`src/rtl/mgmt_arbiter.sv`:
```
// Round-robin arbiter letting two management masters share one register slave.
// Serialises requests; read data is routed back to the master that issued the read.
module mgmt_arbiter #(
  parameter int RD_LATENCY = 1
) (
  input  logic        clk,
  input  logic        rst_n,
  input  logic [7:0]  m0_address,
  input  logic        m0_read,
  input  logic        m0_write,
  input  logic [31:0] m0_writedata,
  output logic [31:0] m0_readdata,
  output logic        m0_readdatavalid,
  output logic        m0_waitrequest,
  input  logic [7:0]  m1_address,
  input  logic        m1_read,
  input  logic        m1_write,
  input  logic [31:0] m1_writedata,
  output logic [31:0] m1_readdata,
  output logic        m1_readdatavalid,
  output logic        m1_waitrequest,
  output logic [7:0]  s_address,
  output logic        s_read,
  output logic        s_write,
  output logic [31:0] s_writedata,
  input  logic [31:0] s_readdata
);

  localparam logic [2:0] LP_LAT = 3'(RD_LATENCY);

  typedef enum logic [1:0] {IDLE, ISSUE, RDWAIT} state_t;

  state_t      r_state, w_state_nxt;
  logic        r_last, w_last_nxt;
  logic        r_grant, w_grant_nxt;
  logic        r_is_write, w_is_write_nxt;
  logic [2:0]  r_cnt, w_cnt_nxt;

  logic [7:0]  r_s_address, w_s_address_nxt;
  logic [31:0] r_s_writedata, w_s_writedata_nxt;
  logic        r_s_read, w_s_read_nxt;
  logic        r_s_write, w_s_write_nxt;
  logic [31:0] r_m0_readdata, w_m0_readdata_nxt;
  logic [31:0] r_m1_readdata, w_m1_readdata_nxt;
  logic        r_m0_rdv, w_m0_rdv_nxt;
  logic        r_m1_rdv, w_m1_rdv_nxt;
  logic        r_m0_wait, w_m0_wait_nxt;
  logic        r_m1_wait, w_m1_wait_nxt;

  logic        w_req0, w_req1, w_sel, w_sel_write;

  assign w_req0 = m0_read | m0_write;
  assign w_req1 = m1_read | m1_write;
  // Under contention the master that did not win last time goes first.
  assign w_sel       = (w_req0 & w_req1) ? ~r_last : w_req1;
  assign w_sel_write = w_sel ? m1_write : m0_write;

  always_comb begin
    w_state_nxt       = r_state;
    w_last_nxt        = r_last;
    w_grant_nxt       = r_grant;
    w_is_write_nxt    = r_is_write;
    w_cnt_nxt         = r_cnt;
    w_s_address_nxt   = r_s_address;
    w_s_writedata_nxt = r_s_writedata;
    w_s_read_nxt      = 1'b0;
    w_s_write_nxt     = 1'b0;
    w_m0_readdata_nxt = r_m0_readdata;
    w_m1_readdata_nxt = r_m1_readdata;
    w_m0_rdv_nxt      = 1'b0;
    w_m1_rdv_nxt      = 1'b0;
    w_m0_wait_nxt     = 1'b1;
    w_m1_wait_nxt     = 1'b1;

    case (r_state)
      IDLE: begin
        if (w_req0 | w_req1) begin
          w_grant_nxt       = w_sel;
          if (w_req0 & w_req1) w_last_nxt = w_sel;
          w_is_write_nxt    = w_sel_write;
          w_s_address_nxt   = w_sel ? m1_address : m0_address;
          w_s_writedata_nxt = w_sel ? m1_writedata : m0_writedata;
          w_s_write_nxt     = w_sel_write;
          w_s_read_nxt      = ~w_sel_write;
          // A write completes in the same cycle its strobe reaches the slave.
          if (w_sel_write) begin
            if (w_sel) w_m1_wait_nxt = 1'b0;
            else       w_m0_wait_nxt = 1'b0;
          end
          w_state_nxt = ISSUE;
        end
      end
      ISSUE: begin
        if (r_is_write) begin
          w_state_nxt = IDLE;
        end else begin
          w_cnt_nxt   = LP_LAT;
          w_state_nxt = RDWAIT;
        end
      end
      RDWAIT: begin
        if (r_cnt == 3'd0) begin
          w_state_nxt = IDLE;
        end else begin
          w_cnt_nxt = r_cnt - 3'd1;
          if (r_cnt == 3'd1) begin
            if (r_grant) begin
              w_m1_readdata_nxt = s_readdata;
              w_m1_rdv_nxt      = 1'b1;
              w_m1_wait_nxt     = 1'b0;
            end else begin
              w_m0_readdata_nxt = s_readdata;
              w_m0_rdv_nxt      = 1'b1;
              w_m0_wait_nxt     = 1'b0;
            end
          end
        end
      end
      default: w_state_nxt = IDLE;
    endcase
  end

  always_ff @(posedge clk) begin
    if (!rst_n) begin
      r_state       <= IDLE;
      r_last        <= 1'b1;
      r_grant       <= 1'b0;
      r_is_write    <= 1'b0;
      r_cnt         <= 3'd0;
      r_s_address   <= 8'h00;
      r_s_writedata <= 32'h0;
      r_s_read      <= 1'b0;
      r_s_write     <= 1'b0;
      r_m0_readdata <= 32'h0;
      r_m1_readdata <= 32'h0;
      r_m0_rdv      <= 1'b0;
      r_m1_rdv      <= 1'b0;
      r_m0_wait     <= 1'b1;
      r_m1_wait     <= 1'b1;
    end else begin
      r_state       <= w_state_nxt;
      r_last        <= w_last_nxt;
      r_grant       <= w_grant_nxt;
      r_is_write    <= w_is_write_nxt;
      r_cnt         <= w_cnt_nxt;
      r_s_address   <= w_s_address_nxt;
      r_s_writedata <= w_s_writedata_nxt;
      r_s_read      <= w_s_read_nxt;
      r_s_write     <= w_s_write_nxt;
      r_m0_readdata <= w_m0_readdata_nxt;
      r_m1_readdata <= w_m1_readdata_nxt;
      r_m0_rdv      <= w_m0_rdv_nxt;
      r_m1_rdv      <= w_m1_rdv_nxt;
      r_m0_wait     <= w_m0_wait_nxt;
      r_m1_wait     <= w_m1_wait_nxt;
    end
  end

  assign s_address        = r_s_address;
  assign s_writedata      = r_s_writedata;
  assign s_read           = r_s_read;
  assign s_write          = r_s_write;
  assign m0_readdata      = r_m0_readdata;
  assign m1_readdata      = r_m1_readdata;
  assign m0_readdatavalid = r_m0_rdv;
  assign m1_readdatavalid = r_m1_rdv;
  assign m0_waitrequest   = r_m0_wait;
  assign m1_waitrequest   = r_m1_wait;

endmodule

```
`config.mk`:
```
export PLATFORM = sky130hd
export DESIGN_NAME = mgmt_arbiter
export DESIGN_NICKNAME = d
export VERILOG_FILES = /design/src/rtl/mgmt_arbiter.sv
export SDC_FILE = /design/constraint.sdc
export NUM_CORES = 1
export LEC_CHECK = 0
export BUFFER_PORTS_ARGS = -buffer_cell sky130_fd_sc_hd__buf_4
export CAP_MARGIN = 20
export CORE_MARGIN = 5
export CORE_UTILIZATION = 45
export DETAILED_ROUTE_END_ITERATION = 7
export PLACE_DENSITY = 0.78
export RECOVER_POWER = 100
export SETUP_SLACK_MARGIN = 0.05
export SYNTH_ARGS = -nofsm -noshare
export SYNTH_HDL_FRONTEND = slang
export SYNTH_SLANG_ARGS = --single-unit
```
`constraint.sdc`:
```
create_clock -name clk -period 2.55 [get_ports clk]
set_clock_uncertainty 0.15 [all_clocks]
set_input_delay 0.255 -clock clk [delete_from_list [all_inputs] [get_ports clk]]
set_output_delay 0.255 -clock clk [all_outputs]
set_load 0.03 [all_outputs]
```
==> results.sh, run 1 <==
export IMPL_worstMarginPinSlew_ns=0.869
export IMPL_cts_tree="built"
export IMPL_clk_latency_ns=0.50
export IMPL_slew_violations=0
export IMPL_grt_pass1_vias=5194
export IMPL_worstPathArrival_ns=2.47
export IMPL_synth_main_ff_cell="dfxtp_1"
export IMPL_ys_ff_latch=118
export IMPL_htreeDepth=4
export IMPL_avgSynthCellArea_um2=9.62
export IMPL_rr_worst_depth=6
export IMPL_p_leak_uw=0.00340
export IMPL_design_power_total_uw=5180
export IMPL_synth_edf_count=0
export IMPL_via_count=5008
export IMPL_post_route_period_util_pct=88.4
export IMPL_clkPwrFrac_pct=43.1
export IMPL_postSynthCellCount=506
export IMPL_crit_fanout=32
export IMPL_finalNonFillerCells=943
export IMPL_cts_sinks=118
export IMPL_synth_top_cells_by_count="138 x nand2_1, 118 x dfxtp_1, 64 x mux2i_1"
export IMPL_ys_types=39
export IMPL_cts_clk_slew_worst_paths_ns=0.06
export IMPL_dp_cells=834
export IMPL_drt_pass1_iterations=6
export IMPL_io_pins=228
export IMPL_antenna_found_initial=0
export IMPL_grt_pass1_wl_um=25400
export IMPL_drv_cap=0
export IMPL_path_class="reg -> reg"
export IMPL_area_delta_synth_final_pct=54.0
export IMPL_met2_usage_pct=42.4
export IMPL_hold_buffers=77
export IMPL_netlist_top_cells_area="dfxtp_1 49%, mux2i_1 13%, nand2_1 11%, a221o_2 6.5%, nor4_1 5.4%"
export IMPL_grt_busiest_layer="met2"
export IMPL_drt_total_wl_um=16100
export IMPL_r2r_setup_slack_ns=0.30
export IMPL_timing_final_crit_period_ns=2.25
export IMPL_worstPathRequired_ns=2.76
export IMPL_hold_depth=3
export IMPL_synth_area_um2=4870
export IMPL_dieHeight_um=114
export IMPL_power_density_nw_per_um2=691
export IMPL_p_int_uw=3770
export IMPL_setup_viol=0
export IMPL_cts_buffer_depth=2
export IMPL_yosys_warnings=0
export IMPL_fp_row_count=38
export IMPL_fp_dieArea_um2=13000
export IMPL_timing_rr_end="m1_readdata[16]"
export IMPL_hold_path_class="in -> reg"
export IMPL_grt_total_usage_pct=24.2
export IMPL_grt_overflow_total=0
export IMPL_synth_most_common_cell="nand2_1"
export IMPL_cts_setup_buffers=0
export IMPL_setup_tns_ns=0
export IMPL_fp_dieW_um=114
export IMPL_core_region_area_um2=10700
export IMPL_reg2reg_from="r_cnt[0]"
export IMPL_globalRouteMet3Util_pct=7.90
export IMPL_worstHoldStart="m0_write"
export IMPL_drt_iter0_drc=279
export IMPL_max_slew_margin_pct=42.1
export IMPL_root_buffer="clkbuf_8"
export IMPL_grt_use_met1_pct=27.7
export IMPL_place_congestion=0.845
export IMPL_antenna_left=0
export IMPL_cts_resized_gates=0
export IMPL_grt_max_degree=92
export IMPL_endpoint_kind="register"
export IMPL_hold_viol=0
export IMPL_p_switching_uw=1410
export IMPL_synth_top_area_cell="dfxtp_1"
export IMPL_grt_setup_unrepaired="false"
export IMPL_async_flop_share_pct=0
export IMPL_ys_seq_area_share_pct=48.5
export IMPL_place_hpwl_um=10700
export IMPL_yosysTopAreaCellShare_pct=48.5
export IMPL_fin_nets=911
export IMPL_cp_start_kind="register"
export IMPL_diodes=0
export IMPL_cts_buffers=17
export IMPL_syn_num_nets=627
export IMPL_ir_worst_vdd_uv=345
export IMPL_p_sw_share_pct=27.1
export IMPL_detail_route_wl_per_cell_um=17.0
export IMPL_max_clock_freq_ghz=0.444
export IMPL_holdPathEnd="s_read"
export IMPL_status="finished, final reports clean"
export IMPL_vias_per_cell=5.31
export IMPL_drc=0
export IMPL_final_layout_size_suffix_gt1_share_pct=23.3
export IMPL_start_util_pct=45.5
export IMPL_seq_power_share_pct=39.1
export IMPL_port_buffers=227
export IMPL_power_frac_comb_pct=17.9
-- critical path: stages (launching register included) --
cell	delay (ns)
dfxtp_1	0.33
inv_1	0.08
ha_1	0.22
nand4bb_1	0.25
or3_2	0.44
clkbuf_4	0.40
mux2i_1	0.22
-- registers in the layout (all words and copies together) (netlist names), 2 cells and up --
name / cells
m0_readdata: 32
m1_readdata: 32
r_cnt: 3
r_state: 2
s_address: 8
s_writedata: 32
-- worst max-delay path by stage --
stage,to,start
2_1_floorplan,m0_readdata[11],r_cnt[0]
3_3_place_gp,m1_readdata[5],r_cnt[0]
3_5_place_dp,m1_readdata[16],r_cnt[0]
4_1_cts,m1_readdata[16],r_cnt[0]
5_1_grt,m1_readdata[10],r_cnt[0]
6_report,m1_readdata[16],r_cnt[0]
-- power by group through the flow --
stage / combinational (uW) / sequential [uW] / clock [uW]
finish: 925 / 2020 / 2230
global route: 988 / 2040 / 2360
CTS: 995 / 2020 / 2270
detailed placement: 897 / 2060 / 0
global placement: 880 / 2060 / 0
floorplan: 345 / 2240 / 0
-- metrics by stage --
step	hold WS (ns)	area (um2)	setup WS [ns]	utilization [%]
floorplan	0.244	4870	0.738	-
global placement	0.294	6590	0.485	61.6
detailed placement	0.301	6590	0.420	61.6
CTS	0.00772	7920	0.417	74.0
global route	0.0287	7500	0.169	70.1
finish	0.0419	7500	0.297	70.1
-- cells by family after synthesis --
group | count (synthesis) | synth area share, %
buffers and inverters | 54 | 5.96
AOI/OAI and AO/OA | 59 | 11.7
and+or+nand+nor | 208 | 19.8
DFF | 118 | 48.5
muxes | 64 | 13.2
adders and majority gates | 3 | 0.771
-- area by class of cell --
type | count | area [um2]
Inverter | 6 | 22.5
Fill cell | 856 | 3200
Sequential cell | 118 | 2360
Multi-Input combinational cell | 334 | 2210
Timing Repair Buffer | 313 | 2160
Clock inverter | 9 | 101
Tap cell | 140 | 175
Clock buffer | 23 | 457
-- layer usage --
metal  vias to the layer above  routed length [um]
met5                         -                   0
met4                         0                 252
met3                        27                1430
met2                       238                7920
met1                      2361                6480
li1                       2382                   -
-- placed cells by master, fill, tap and decap left out, types with 4 or more instances in the layout --
master,synthesis,layout
inv_1,6,6
a221o_2,28,28
mux2i_1,64,64
dlygate4sd3_1,0,77
clkbuf_1,25,115
buf_4,0,121
nor4_1,42,42
clkbuf_16,0,16
nand2_1,138,138
clkinv_2,0,5
a221o_1,12,12
a21oi_1,5,5
dfxtp_1,118,118
o21ai_0,4,4
Note: power is estimated with default switching activity, not from simulation.
==> run 2, diff against run 1 <==
--- a/config.mk
+++ b/config.mk
@@ -9,6 +9,7 @@
 export CAP_MARGIN = 20
 export CORE_MARGIN = 5
 export CORE_UTILIZATION = 45
+export CTS_BUF_LIST = sky130_fd_sc_hd__clkbuf_16
 export DETAILED_ROUTE_END_ITERATION = 7
 export PLACE_DENSITY = 0.78
 export RECOVER_POWER = 100
==> results.sh, run 2 (synthesis gave the netlist of run 1 again) <==
export IMPL_drt_total_wl_um=15900
export IMPL_cp_start_kind="input port"
export IMPL_worstHoldStart="s_readdata[13]"
export IMPL_holdPathEnd="m0_readdata[13]"
export IMPL_endpoint_kind="register"
export IMPL_cts_sinks=118
export IMPL_start_util_pct=45.5
export IMPL_post_route_period_util_pct=86.6
export IMPL_fin_nets=898
export IMPL_antenna_left=0
export IMPL_most_common_layout_cells="138 x nand2_1, 123 x buf_4, 118 x dfxtp_1, 110 x clkbuf_1"
export IMPL_worstMarginPinSlew_ns=0.915
export IMPL_dp_cells=834
export IMPL_rr_worst_depth=6
export IMPL_worst_path_stages=5
export IMPL_grt_use_met1_pct=28.0
export IMPL_root_buffer="clkbuf_16"
export IMPL_met2_usage_pct=40.9
export IMPL_dieHeight_um=114
export IMPL_io_pins=228
export IMPL_p_leak_uw=0.00335
export IMPL_cts_tree="built"
export IMPL_cts_setup_buffers=0
export IMPL_worstPathRequired_ns=2.71
export IMPL_final_layout_size_suffix_gt1_share_pct=23.8
export IMPL_finalNonFillerCells=930
export IMPL_fp_row_count=38
export IMPL_hold_slack_ns=0.0127
export IMPL_crit_fanout=91
export IMPL_cts_buffer_depth=2
export IMPL_fp_dieW_um=114
export IMPL_grt_max_degree=92
export IMPL_final_common_cell="nand2_1"
export IMPL_grt_setup_unrepaired="false"
export IMPL_grt_overflow_total=0
export IMPL_antenna_found_initial=0
export IMPL_grt_pass1_wl_um=25100
export IMPL_via_count=4975
export IMPL_hold_path_class="in -> reg"
export IMPL_cpPeakStageDelay_ns=0.77
export IMPL_place_hpwl_um=10700
export IMPL_fp_dieArea_um2=13000
export IMPL_pre_cts_slack_ns=0.420
export IMPL_grt_busiest_layer="met2"
export IMPL_setup_viol=0
export IMPL_slew_violations=0
export IMPL_reg2reg_from="r_cnt[0]"
export IMPL_max_clock_freq_ghz=0.453
export IMPL_globalRouteMet3Util_pct=8.12
export IMPL_r2r_setup_slack_ns=0.40
export IMPL_cts_buffers=17
export IMPL_clk_latency_ns=0.40
export IMPL_place_congestion=0.845
export IMPL_hold_depth=3
export IMPL_htreeDepth=4
export IMPL_vias_per_cell=5.35
export IMPL_grt_total_usage_pct=24.1
export IMPL_cp_num_buf_inv=3
export IMPL_drt_iter0_drc=326
export IMPL_drt_pass1_iterations=5
export IMPL_status="finished, final reports clean"
export IMPL_power_density_nw_per_um2=697
export IMPL_detail_route_wl_per_cell_um=17.1
export IMPL_grt_pass1_vias=5117
export IMPL_design_power_total_uw=5130
export IMPL_worstPathArrival_ns=2.37
export IMPL_timing_final_crit_period_ns=2.21
export IMPL_cp_cell_sequence="dlygate4sd3_1, buf_4, clkbuf_4, nand3_1, o32ai_1"
export IMPL_hold_viol=0
export IMPL_path_class="in -> reg"
export IMPL_slowest_stage="clkbuf_4"
export IMPL_max_slew_margin_pct=39.0
export IMPL_crit_family="buffers and inverters"
export IMPL_cts_clk_slew_worst_paths_ns=0.05
export IMPL_area_delta_synth_final_pct=51.2
export IMPL_ir_worst_vdd_uv=345
export IMPL_timing_rr_end="m1_readdata[16]"
export IMPL_drv_cap=0
export IMPL_diodes=0
export IMPL_setup_tns_ns=0
export IMPL_port_buffers=227
export IMPL_core_region_area_um2=10700
export IMPL_worst_slack_ns=0.341
export IMPL_drc=0
==> run 2: changes by cell type in the layout (fill, tap and decap cells not counted) <==
| cell | change |
|---|---|
| nor3_1 | -1 |
| clkbuf_1 | -5 |
| or4_1 | -1 |
| or4_4 | +1 |
| nor3_2 | +1 |
| inv_1 | +4 |
| clkbuf_8 | -3 |
| dlygate4sd3_1 | -13 |
| buf_4 | +2 |
| clkbuf_16 | +1 |
| buf_12 | -1 |
| clkinv_1 | +2 |
==> run 2: repair_timing <==
item / 4_1_cts / 5_1_grt
hold buffers: 64 / 0
resized for setup: 0 / 0
endpoints found under the hold margin: 81 / 0
==> run 2: how the worst max path moves through the flow <==
stage,startpoint,to,slack (ns)
after floorplan,r_cnt[0],m0_readdata[11],0.74
after global placement,r_cnt[0],m1_readdata[5],0.48
after global routing,rst_n,r_is_write,0.22
after detailed placement,r_cnt[0],m1_readdata[16],0.42
after CTS,r_cnt[0],m1_readdata[16],0.42
final,rst_n,r_is_write,0.34
==> run 2: worst reg2reg max path: stages (launching register included) <==
cell and delay [ns]:
dfxtp_1 0.33, inv_1 0.08, ha_1 0.22, nand4bb_1 0.26, or3_2 0.45, buf_4 0.31
mux2i_1 0.21
==> run 2: per-layer routing <==
layer,routed length [um],vias up,part of all wire (%)
met1,6240,2338,39
met3,1550,30,9.7
met4,327,0,2.1
met2,7810,244,49
met5,0,-,0
li1,-,2363,-
==> run 2: final cells by class <==
class | instances | area, um2
Inverter | 6 | 22.5
Tap cell | 140 | 175
Clock inverter | 15 | 124
Sequential cell | 118 | 2360
Fill cell | 870 | 3340
Clock buffer | 17 | 425
Multi-Input combinational cell | 334 | 2220
Timing Repair Buffer | 300 | 2020
==> run 2: power breakdown <==
part / switching, uW / leakage, uW / internal (uW) / total (uW)
clock network: 793 / 0.000286 / 1400 / 2200
registers: 68.9 / 0.000961 / 1960 / 2020
logic: 533 / 0.00211 / 371 / 905
==> run 2: stage by stage <==
stage | instance area (um2) | util, %
3_5_place_dp | 6590 | 61.6
2_1_floorplan | 4870 | -
5_1_grt | 7360 | 68.8
6_report | 7360 | 68.8
4_1_cts | 7780 | 72.7
3_3_place_gp | 6590 | 61.6
